File: src/rtl/pipe_flopenr_chain_if.sv
// Handshake bundle for pipe_flopenr_chain: upstream push side, downstream pop side,
// flush and occupancy. Optional stall_cnt exists only with PIPE_CHAIN_STALL_CNT_EN.
interface pipe_flopenr_chain_if #(
  parameter int WIDTH = 32,
  parameter int DEPTH = 2
);
  localparam int CW = $clog2(DEPTH + 1);

  // A word moves on a clock edge where valid and ready are both 1 in the cycle
  // before it; valid and data must stay stable while valid=1 and ready=0.
  logic             in_valid;
  logic             in_ready;
  logic [WIDTH-1:0] in_data;
  logic             out_valid;
  logic             out_ready;
  logic [WIDTH-1:0] out_data;
  logic             flush;
  logic [CW-1:0]    count;
`ifdef PIPE_CHAIN_STALL_CNT_EN
  logic [31:0]      stall_cnt;
`endif

  // master: the environment around the chain (producer, consumer, flush source)
  modport master (
    output in_valid, in_data, out_ready, flush,
    input  in_ready, out_valid, out_data, count
`ifdef PIPE_CHAIN_STALL_CNT_EN
    , input stall_cnt
`endif
  );

  // slave: the chain itself
  modport slave (
    input  in_valid, in_data, out_ready, flush,
    output in_ready, out_valid, out_data, count
`ifdef PIPE_CHAIN_STALL_CNT_EN
    , output stall_cnt
`endif
  );
endinterface

File: src/rtl/pipe_flopenr_chain.sv
// DEPTH-stage stallable, flushable register chain with bubble collapsing and an
// occupancy count. Optional stall counter enabled by PIPE_CHAIN_STALL_CNT_EN.
module pipe_flopenr_chain #(
  parameter int WIDTH = 32,
  parameter int DEPTH = 2
) (
  input  logic                 clk,
  input  logic                 reset,
  pipe_flopenr_chain_if.slave  bus
);
  localparam int CW = $clog2(DEPTH + 1);

  logic [DEPTH-1:0] r_v;
  logic [WIDTH-1:0] r_d [DEPTH];
  logic [CW-1:0]    r_count;

  logic [DEPTH:0]   w_acc;
  logic [DEPTH-1:0] w_src_v;
  logic [WIDTH-1:0] w_src_d [DEPTH];
  logic             w_in_xfer;
  logic             w_out_xfer;

  // A stage may load when it or any stage downstream of it is empty, or the
  // consumer pops; this is a DEPTH-deep OR path from out_ready to in_ready.
  assign w_acc[DEPTH] = bus.out_ready;
  for (genvar i = 0; i < DEPTH; i++) begin : g_acc
    assign w_acc[i] = bus.out_ready | ~(&r_v[DEPTH-1:i]);
  end

  always_comb begin
    w_src_v[0] = bus.in_valid;
    w_src_d[0] = bus.in_data;
    for (int i = 1; i < DEPTH; i++) begin
      w_src_v[i] = r_v[i-1];
      w_src_d[i] = r_d[i-1];
    end
  end

  assign bus.in_ready  = w_acc[0] & ~bus.flush;
  assign bus.out_valid = r_v[DEPTH-1] & ~bus.flush;
  assign bus.out_data  = r_d[DEPTH-1];
  assign bus.count     = r_count;

  assign w_in_xfer  = bus.in_valid & bus.in_ready;
  assign w_out_xfer = bus.out_valid & bus.out_ready;

  always_ff @(posedge clk or negedge reset) begin
    if (!reset) begin
      r_v     <= '0;
      r_count <= '0;
      for (int i = 0; i < DEPTH; i++) r_d[i] <= '0;
    end else if (bus.flush) begin
      r_v     <= '0;
      r_count <= '0;
    end else begin
      for (int i = 0; i < DEPTH; i++) begin
        if (w_acc[i]) begin
          r_v[i] <= w_src_v[i];
          // data only moves with a valid source so empty stages keep their last word
          if (w_src_v[i]) r_d[i] <= w_src_d[i];
        end
      end
      case ({w_in_xfer, w_out_xfer})
        2'b10:   r_count <= r_count + CW'(1);
        2'b01:   r_count <= r_count - CW'(1);
        default: r_count <= r_count;
      endcase
    end
  end

`ifdef PIPE_CHAIN_STALL_CNT_EN
  logic [31:0] r_stall_cnt;

  always_ff @(posedge clk or negedge reset) begin
    if (!reset) begin
      r_stall_cnt <= '0;
    end else if (bus.out_valid && !bus.out_ready && (r_stall_cnt != 32'hFFFF_FFFF)) begin
      r_stall_cnt <= r_stall_cnt + 32'd1;
    end
  end

  assign bus.stall_cnt = r_stall_cnt;
`endif

  a_count_max: assert property (@(posedge clk) disable iff (!reset)
    r_count <= CW'(DEPTH));

  a_count_tracks_valid: assert property (@(posedge clk) disable iff (!reset)
    r_count == CW'($countones(r_v)));

endmodule

File: src/flat_wrapper.sv
// flat-port wrapper written by rule: the top's interface ports become plain ports
module pipe_flopenr_chain_flat 
#(
  parameter int WIDTH = 32,
  parameter int DEPTH = 2
)
  (clk, reset, bus_in_valid, bus_in_data, bus_out_ready, bus_flush, bus_in_ready, bus_out_valid, bus_out_data, bus_count);
  pipe_flopenr_chain_if #(.WIDTH(WIDTH), .DEPTH(DEPTH)) bus_i ();
  input  logic clk;
  input  logic reset;
  input wire logic [$bits(bus_i.in_valid)-1:0] bus_in_valid;
  input wire logic [$bits(bus_i.in_data)-1:0] bus_in_data;
  input wire logic [$bits(bus_i.out_ready)-1:0] bus_out_ready;
  input wire logic [$bits(bus_i.flush)-1:0] bus_flush;
  output wire logic [$bits(bus_i.in_ready)-1:0] bus_in_ready;
  output wire logic [$bits(bus_i.out_valid)-1:0] bus_out_valid;
  output wire logic [$bits(bus_i.out_data)-1:0] bus_out_data;
  output wire logic [$bits(bus_i.count)-1:0] bus_count;
  assign bus_i.in_valid = bus_in_valid;
  assign bus_i.in_data = bus_in_data;
  assign bus_i.out_ready = bus_out_ready;
  assign bus_i.flush = bus_flush;
  assign bus_in_ready = bus_i.in_ready;
  assign bus_out_valid = bus_i.out_valid;
  assign bus_out_data = bus_i.out_data;
  assign bus_count = bus_i.count;
  pipe_flopenr_chain #(.WIDTH(WIDTH), .DEPTH(DEPTH)) u_core (.clk(clk), .reset(reset), .bus(bus_i));
endmodule
File: config.mk
export PLATFORM = sky130hd
export DESIGN_NAME = pipe_flopenr_chain_flat
export DESIGN_NICKNAME = d
export VERILOG_FILES = /design/src/rtl/pipe_flopenr_chain_if.sv /design/src/rtl/pipe_flopenr_chain.sv /design/src/flat_wrapper.sv
export SDC_FILE = /design/constraint.sdc
export NUM_CORES = 1
export LEC_CHECK = 0
export BUFFER_PORTS_ARGS = -buffer_cell sky130_fd_sc_hd__buf_2
export CORE_MARGIN = 8
export CORE_UTILIZATION = 52
export DETAILED_ROUTE_END_ITERATION = 8
export GPL_ROUTABILITY_DRIVEN = 0
export PLACE_DENSITY = 0.82
export RECOVER_POWER = 25
export SETUP_SLACK_MARGIN = 0.15
export SYNTH_ARGS = -nofsm -noshare
export SYNTH_HDL_FRONTEND = slang
export SYNTH_SLANG_ARGS = --single-unit
File: constraint.sdc
create_clock -name clk -period 1.8 [get_ports clk]
set_input_delay 0.09 -clock clk [delete_from_list [all_inputs] [get_ports clk]]
set_output_delay 0.09 -clock clk [all_outputs]
set_load 0.005 [all_outputs]
# Word-level counts from Yosys, hierarchy flattened
# Cells that the tools add are included.
# word_totals
ff_bits	68
wordCells	29
inputBits	37
output_inout_bits	36
# op_classes
n_mux	5
n_eq_ne	2
n_addsub	2
bitwise_logic	9
reduce_logical	6
# op_table
cell	n
$reduce_and 3->1	2
$and 1x1->1	4
$mux 2	2
$pmux 2 s2	1
$reduce_bool 2->1	2
$not 1->1	3
$reduce_bool 3->1	1
$add 2x1->2 const B	1
$eq 2x1->1 const B	1
$eq 2x2->1 const B	1
$mux 1	2
$or 1x1->1	2
$reduce_and 2->1	1
$sub 2x1->2 const B	1

# Logic depth before layout (Yosys ltp)
# depth
depth_word	8
ltp_mapped	5
mapped_depth_nobuf	4

# Worst setup path before layout
# Ideal clock, no wire load.
# synth_timing
path_kind	register to register
start	register u_core.r_v[1]
end	register u_core.r_count[1], in the netlist u_core.bus.count[1]
path_buffers	1
stages_incl_launch_ff	6
required_time_ns	1.674
arrival_ns	1.547
period_less_slack_ns	1.673
setup_time_ns	0.126
setup_slack_ns	0.127
cell_sequence	dfrtp_1 > and3b_1 > or3b_1 > buf_6 > a21o_1 > a221o_1
# synth_via
elab_chain_cells	8
elab_cells_between_ends	12
cone_classes	eq/ne (2); mux (2); bitwise (6); reduce/logical (2)
# synth_rtl
element	line_no	rtl
from (decl)	pipe_flopenr_chain.sv:13	logic [DEPTH-1:0] r_v;
from (signal, indexed assignment)	pipe_flopenr_chain.sv:58	r_v[i] <= w_src_v[i];
$reduce_and 2->1	pipe_flopenr_chain.sv:27	assign w_acc[i] = bus.out_ready | ~(&r_v[DEPTH-1:i]);
$not 1->1	pipe_flopenr_chain.sv:27	
$or 1x1->1	pipe_flopenr_chain.sv:27	
$and 1x1->1	pipe_flopenr_chain.sv:39	assign bus.in_ready = w_acc[0] & ~bus.flush;
$and 1x1->1	pipe_flopenr_chain.sv:44	assign w_in_xfer = bus.in_valid & bus.in_ready;
$eq 2x1->1 / $eq 2x2->1 (equally long branches)	pipe_flopenr_chain.sv:63	case ({w_in_xfer, w_out_xfer})
$pmux 2 s2	pipe_flopenr_chain.sv:63	
$mux 2	pipe_flopenr_chain.sv:52	end else if (bus.flush) begin
to (signal assigned)	pipe_flopenr_chain.sv:64	2'b10: r_count <= r_count + CW'(1);
to (signal assigned)	pipe_flopenr_chain.sv:65	2'b01: r_count <= r_count - CW'(1);
to (signal assigned)	pipe_flopenr_chain.sv:66	default: r_count <= r_count;
to (decl)	pipe_flopenr_chain.sv:15	logic [CW-1:0] r_count;
# Several ways; a longest one is shown, not always the timed one.
# A chain may end at the register's enable or synchronous reset.

# Worst setup path in the final report
# layout_timing
start	register u_core.r_v[0]
end	register u_core.r_d[47] in the netlist's numbering
# layout_via
elab_chain_cells	4
# layout_rtl
element	line_no	rtl
$reduce_and 2->1	pipe_flopenr_chain.sv:27	
$not 1->1	pipe_flopenr_chain.sv:27	
$or 1x1->1	pipe_flopenr_chain.sv:27	
$reduce_and 3->1 (no source line)	-	
to (signal, indexed assignment)	pipe_flopenr_chain.sv:60	if (w_src_v[i]) r_d[i] <= w_src_d[i];
to (decl)	pipe_flopenr_chain.sv:14	logic [WIDTH-1:0] r_d [DEPTH];
# Every way passes these cells.

==> results_tabular.tex <==
\begin{tabular}{lr}
\hline
Metric & Value \\
\hline
\multicolumn{2}{l}{\textbf{Status}} \\
\quad Run status & complete, no violations \\
\multicolumn{2}{l}{\textbf{Power and ir drop}} \\
\quad Net switching share of the total power & 24.0\% \\
\quad Final total power & 4.17 mW \\
\quad Combinational Power Share & 19.0\% \\
\quad Peak supply drop & 0.000604 V \\
\quad Reported leakage power & 1.75 nW \\
\quad Power density over the cells & 1140 mW/mm\^{}2 \\
\quad Net switching power of the design & 1.00 mW \\
\quad Part of the total power dissipated in the clock network & 32.3\% \\
\quad Internal power component & 3.17 mW \\
\quad Power share of the sequential group & 48.7\% \\
\multicolumn{2}{l}{\textbf{Yosys}} \\
\quad Average size of a mapped cell & 14.7 um\^{}2 \\
\quad Post-synthesis adder-cell area fraction & 0\% \\
\quad Post-synthesis cell type count & 24 \\
\quad Synthesized net count & 232 \\
\quad Post-Synthesis Cell Area & 0.00287 mm\^{}2 \\
\quad Mux cell area share after synthesis & 25.5\% \\
\quad Complex-gate fraction of the synthesized area & 1.05\% \\
\quad Parity-gate share of the synthesized area counting xor and xnor cells & 0.305\% \\
\quad Synthesized instance count & 195 \\
\quad Dominant combinational cell family by area after synthesis & multiplexers \\
\quad Sequential area share after synthesis & 59.3\% \\
\quad Warnings from Yosys & 0 \\
\quad Synthesis-stage register bit count & 68 \\
\quad Post-Synth Simple-Gate Area & 3.14\% \\
\multicolumn{2}{l}{\textbf{Setup path}} \\
\quad Crit path max fanout & 12 \\
\quad Startpoint kind of the worst setup timing path & flop \\
\quad Reg-to-reg slack, setup & 0.13 ns \\
\quad End of the worst register-to-register path & u\_core.r\_d[47]\$\_DFFE\_PN0P\_ \\
\quad Data arrival time of the critical path & 1.89 ns \\
\quad Path depth of the worst reg2reg path & 4 \\
\quad Worst Path Required & 2.02 ns \\
\quad Start-to-end type of the worst setup path & flop to flop \\
\quad Beginning of the worst register-to-register path & u\_core.r\_v[0]\$\_DFFE\_PN0P\_ \\
\quad Kind of end point of the critical path & flop \\
\multicolumn{2}{l}{\textbf{Finish}} \\
\quad Final core utilization & 67.7\% \\
\quad Highest-count cells in the layout ignoring fill and taps & 72 x buf\_2, 68 x dfrtp\_1, 35 x mux2\_2, 33 x dlygate4sd3\_1, 29 x mux2\_1 \\
\quad Antenna diodes & 0 \\
\quad Fraction of layout instances using a drive strength above 1 & 46.1\% \\
\quad Most common library cell in the layout ignoring fill and taps & buf\_2 \\
\quad Nets & 316 \\
\quad Synth-to-Final Area Change & 27.5\% \\
\multicolumn{2}{l}{\textbf{STA}} \\
\quad Sum Neg Setup Slack & 0 ns \\
\quad Min cycle time layout & 1.67 ns \\
\quad Maximum achievable frequency & 597 MHz \\
\quad Number of slew-limit violations in the final report & 0 \\
\quad Worst clock skew on the final layout & 0.00543 ns \\
\quad Slew HR & 40.3\% \\
\quad Portion of the clock cycle consumed by the worst path in the final layout & 93.0\% \\
\quad Worst hold margin & 0.0298 ns \\
\quad Total setup violations reported at the end of the flow & 0 \\
\quad Unrepaired setup endpoints after global routing & true \\
\quad Number of hold-slack violations in the final timing report & 0 \\
\quad Worst Max-Slew Pin Slew & 0.895 ns \\
\multicolumn{2}{l}{\textbf{Routing}} \\
\quad Routed wire length & 5440 um \\
\quad Vias/cell & 4.82 \\
\quad \# DRC & 0 \\
\quad Iteration-0 DRC Markers & 42 \\
\quad Avg WL per Cell & 15.3 um \\
\quad Pre-Repair DR Iteration Count & 4 \\
\quad Count of vias placed by the detailed router & 1717 \\
\quad Routed Antenna Nets & 0 \\
\multicolumn{2}{l}{\textbf{Job}} \\
\quad Count of max-cap constraint violations & 0 \\
\multicolumn{2}{l}{\textbf{Floorplan}} \\
\quad Area of the die & 0.00815 mm\^{}2 \\
\quad Die Y-Extent & 90.3 um \\
\quad Core Box Area & 0.00541 mm\^{}2 \\
\quad Initial Utilization & 53.1\% \\
\quad Number of placement rows & 27 \\
\quad Number of top-level pins & 73 \\
\quad Horizontal die dimension & 90.3 um \\
\multicolumn{2}{l}{\textbf{GRT}} \\
\quad Overall track demand over capacity in global routing & 14.3\% \\
\quad Global-route wire length before repair & 9270 um \\
\quad Number of global-route vias before repair & 1942 \\
\quad Pin count of the biggest net entering global routing & 69 \\
\quad Number of antenna violations at the first check in global routing & 0 \\
\quad GRT Residual Overflow & 0 \\
\multicolumn{2}{l}{\textbf{Clock network}} \\
\quad Max Buffers Root-to-Sink & 2 \\
\quad TritonCTS clock tree & built \\
\quad Sinks on Clock Net & 68 \\
\quad CTS buffer count & 9 \\
\quad CTS clk-pin slew, worst paths & 0.07 ns \\
\quad H-Tree Level Count & 3 \\
\quad Worst skew pair latency & 0.34 ns \\
\quad Root Driver & clkbuf\_8 \\
\multicolumn{2}{l}{\textbf{Placed design}} \\
\quad HPWL after detailed placement & 3530 um \\
\quad Count of input and output buffers & 72 \\
\multicolumn{2}{l}{\textbf{Hold path}} \\
\quad Hold crit path type & primary input to flop \\
\quad Start point of the worst hold path & bus\_in\_valid \\
\quad Hold depth & 3 \\
\quad Hold worst-path end & u\_core.r\_v[0]\$\_DFFE\_PN0P\_ \\
\hline
\end{tabular}
==> power groups by stage <==
stage               Clock (mW)  Sequential, mW  Combinational, mW
CTS                       1.38            2.03              0.811
detailed placement           0            2.06              0.753
global placement             0            2.05              0.722
finish                    1.35            2.03              0.792
global route              1.47            2.08              0.878
floorplan                    0            2.02              0.689
==> area by class of cell <==
| type | count | area [um^2] |
|---|---|---|
| clock inverters | 5 | 75.1 |
| clock buffers | 11 | 141 |
| inverters | 1 | 3.75 |
| fillers | 387 | 1750 |
| multi-input cells | 86 | 862 |
| well taps | 72 | 90.1 |
| repair buffers | 113 | 785 |
| flip-flops and latches | 68 | 1700 |
==> critical path: stages (launching register included) <==
cell,delay [ns]
dfrtp_1,0.38
and3b_1,0.21
or3b_4,0.45
clkbuf_16,0.20
mux2_1,0.31
==> worst max-delay path by stage <==
stage	from	slack, ns	cells after the start	to
detailed placement	u_core.r_v[0]$_DFFE_PN0P_	0.02	4	u_core.bus.count[1]$_DFFE_PN0P_
floorplan	u_core.r_v[0]$_DFFE_PN0P_	0.15	5	u_core.bus.count[1]$_DFFE_PN0P_
CTS	u_core.r_v[0]$_DFFE_PN0P_	0.12	4	u_core.r_d[57]$_DFFE_PN0P_
finish	u_core.r_v[0]$_DFFE_PN0P_	0.13	4	u_core.r_d[47]$_DFFE_PN0P_
global placement	u_core.r_v[0]$_DFFE_PN0P_	0.08	4	u_core.r_d[58]$_DFFE_PN0P_
global route	u_core.r_v[0]$_DFFE_PN0P_	0.09	4	u_core.r_d[34]$_DFFE_PN0P_
==> through the flow <==
stage | cell area, um^2 | instances | setup WS (ns)
after global placement | 3090 | 306 | 0.0798
after global routing | 3660 | 356 | 0.0862
final | 3660 | 356 | 0.126
after CTS | 3640 | 355 | 0.124
after floorplan | 2870 | 195 | 0.145
after detailed placement | 3090 | 306 | 0.0196
==> registers in the layout, indices dropped and copies added (netlist names) <==
name	cells
u_core.r_d	32
u_core.bus.out_data	32
u_core.r_v	2
u_core.bus.count	2
==> logic make-up after synthesis <==
family	count (synthesis)
DFF	68
and+or+nand+nor	16
muxes	65
buffers and inverters	41
xor gates and xnor gates	1
AOI/OAI and AO/OA	4
==> synth_stat cells <==
cell | number | area, um^2
a21o_1 | 1 | 7.51
a21oi_1 | 1 | 5.00
a221o_1 | 1 | 10.0
and2_1 | 1 | 6.26
and3b_1 | 2 | 17.5
buf_2 | 3 | 15.0
buf_4 | 32 | 240
buf_6 | 4 | 45.0
clkbuf_1 | 1 | 3.75
dfrtp_1 | 68 | 1700
inv_1 | 1 | 3.75
mux2_1 | 29 | 327
mux2_2 | 35 | 394
mux2i_1 | 1 | 10.0
nand2_1 | 1 | 3.75
nand2b_1 | 1 | 6.26
nand3b_1 | 1 | 7.51
nor2_1 | 6 | 22.5
nor2b_1 | 1 | 6.26
nor3_1 | 1 | 5.00
nor4_1 | 1 | 6.26
o21a_1 | 1 | 7.51
or3b_1 | 1 | 8.76
xnor2_1 | 1 | 8.76
==> timing repair <==
action                                  in CTS  in global routing
endpoints found under the hold margin      100                  0
cloned                                       0                  1
hold buffers                                33                  0
gates resized for setup                      1                  1
setup buffers                                0                  0
endpoints found under the setup margin      33                 31
pin swaps                                    0                  1
==> routing by layer <==
metal	vias up	GRT usage, %	wire length, um
met5	-	0	0
met4	0	7.07	94
met3	11	6.57	392
met2	50	22.8	2680
met1	847	15.9	2270
li1	809	-	-
Power figures use the tool's default switching activity.
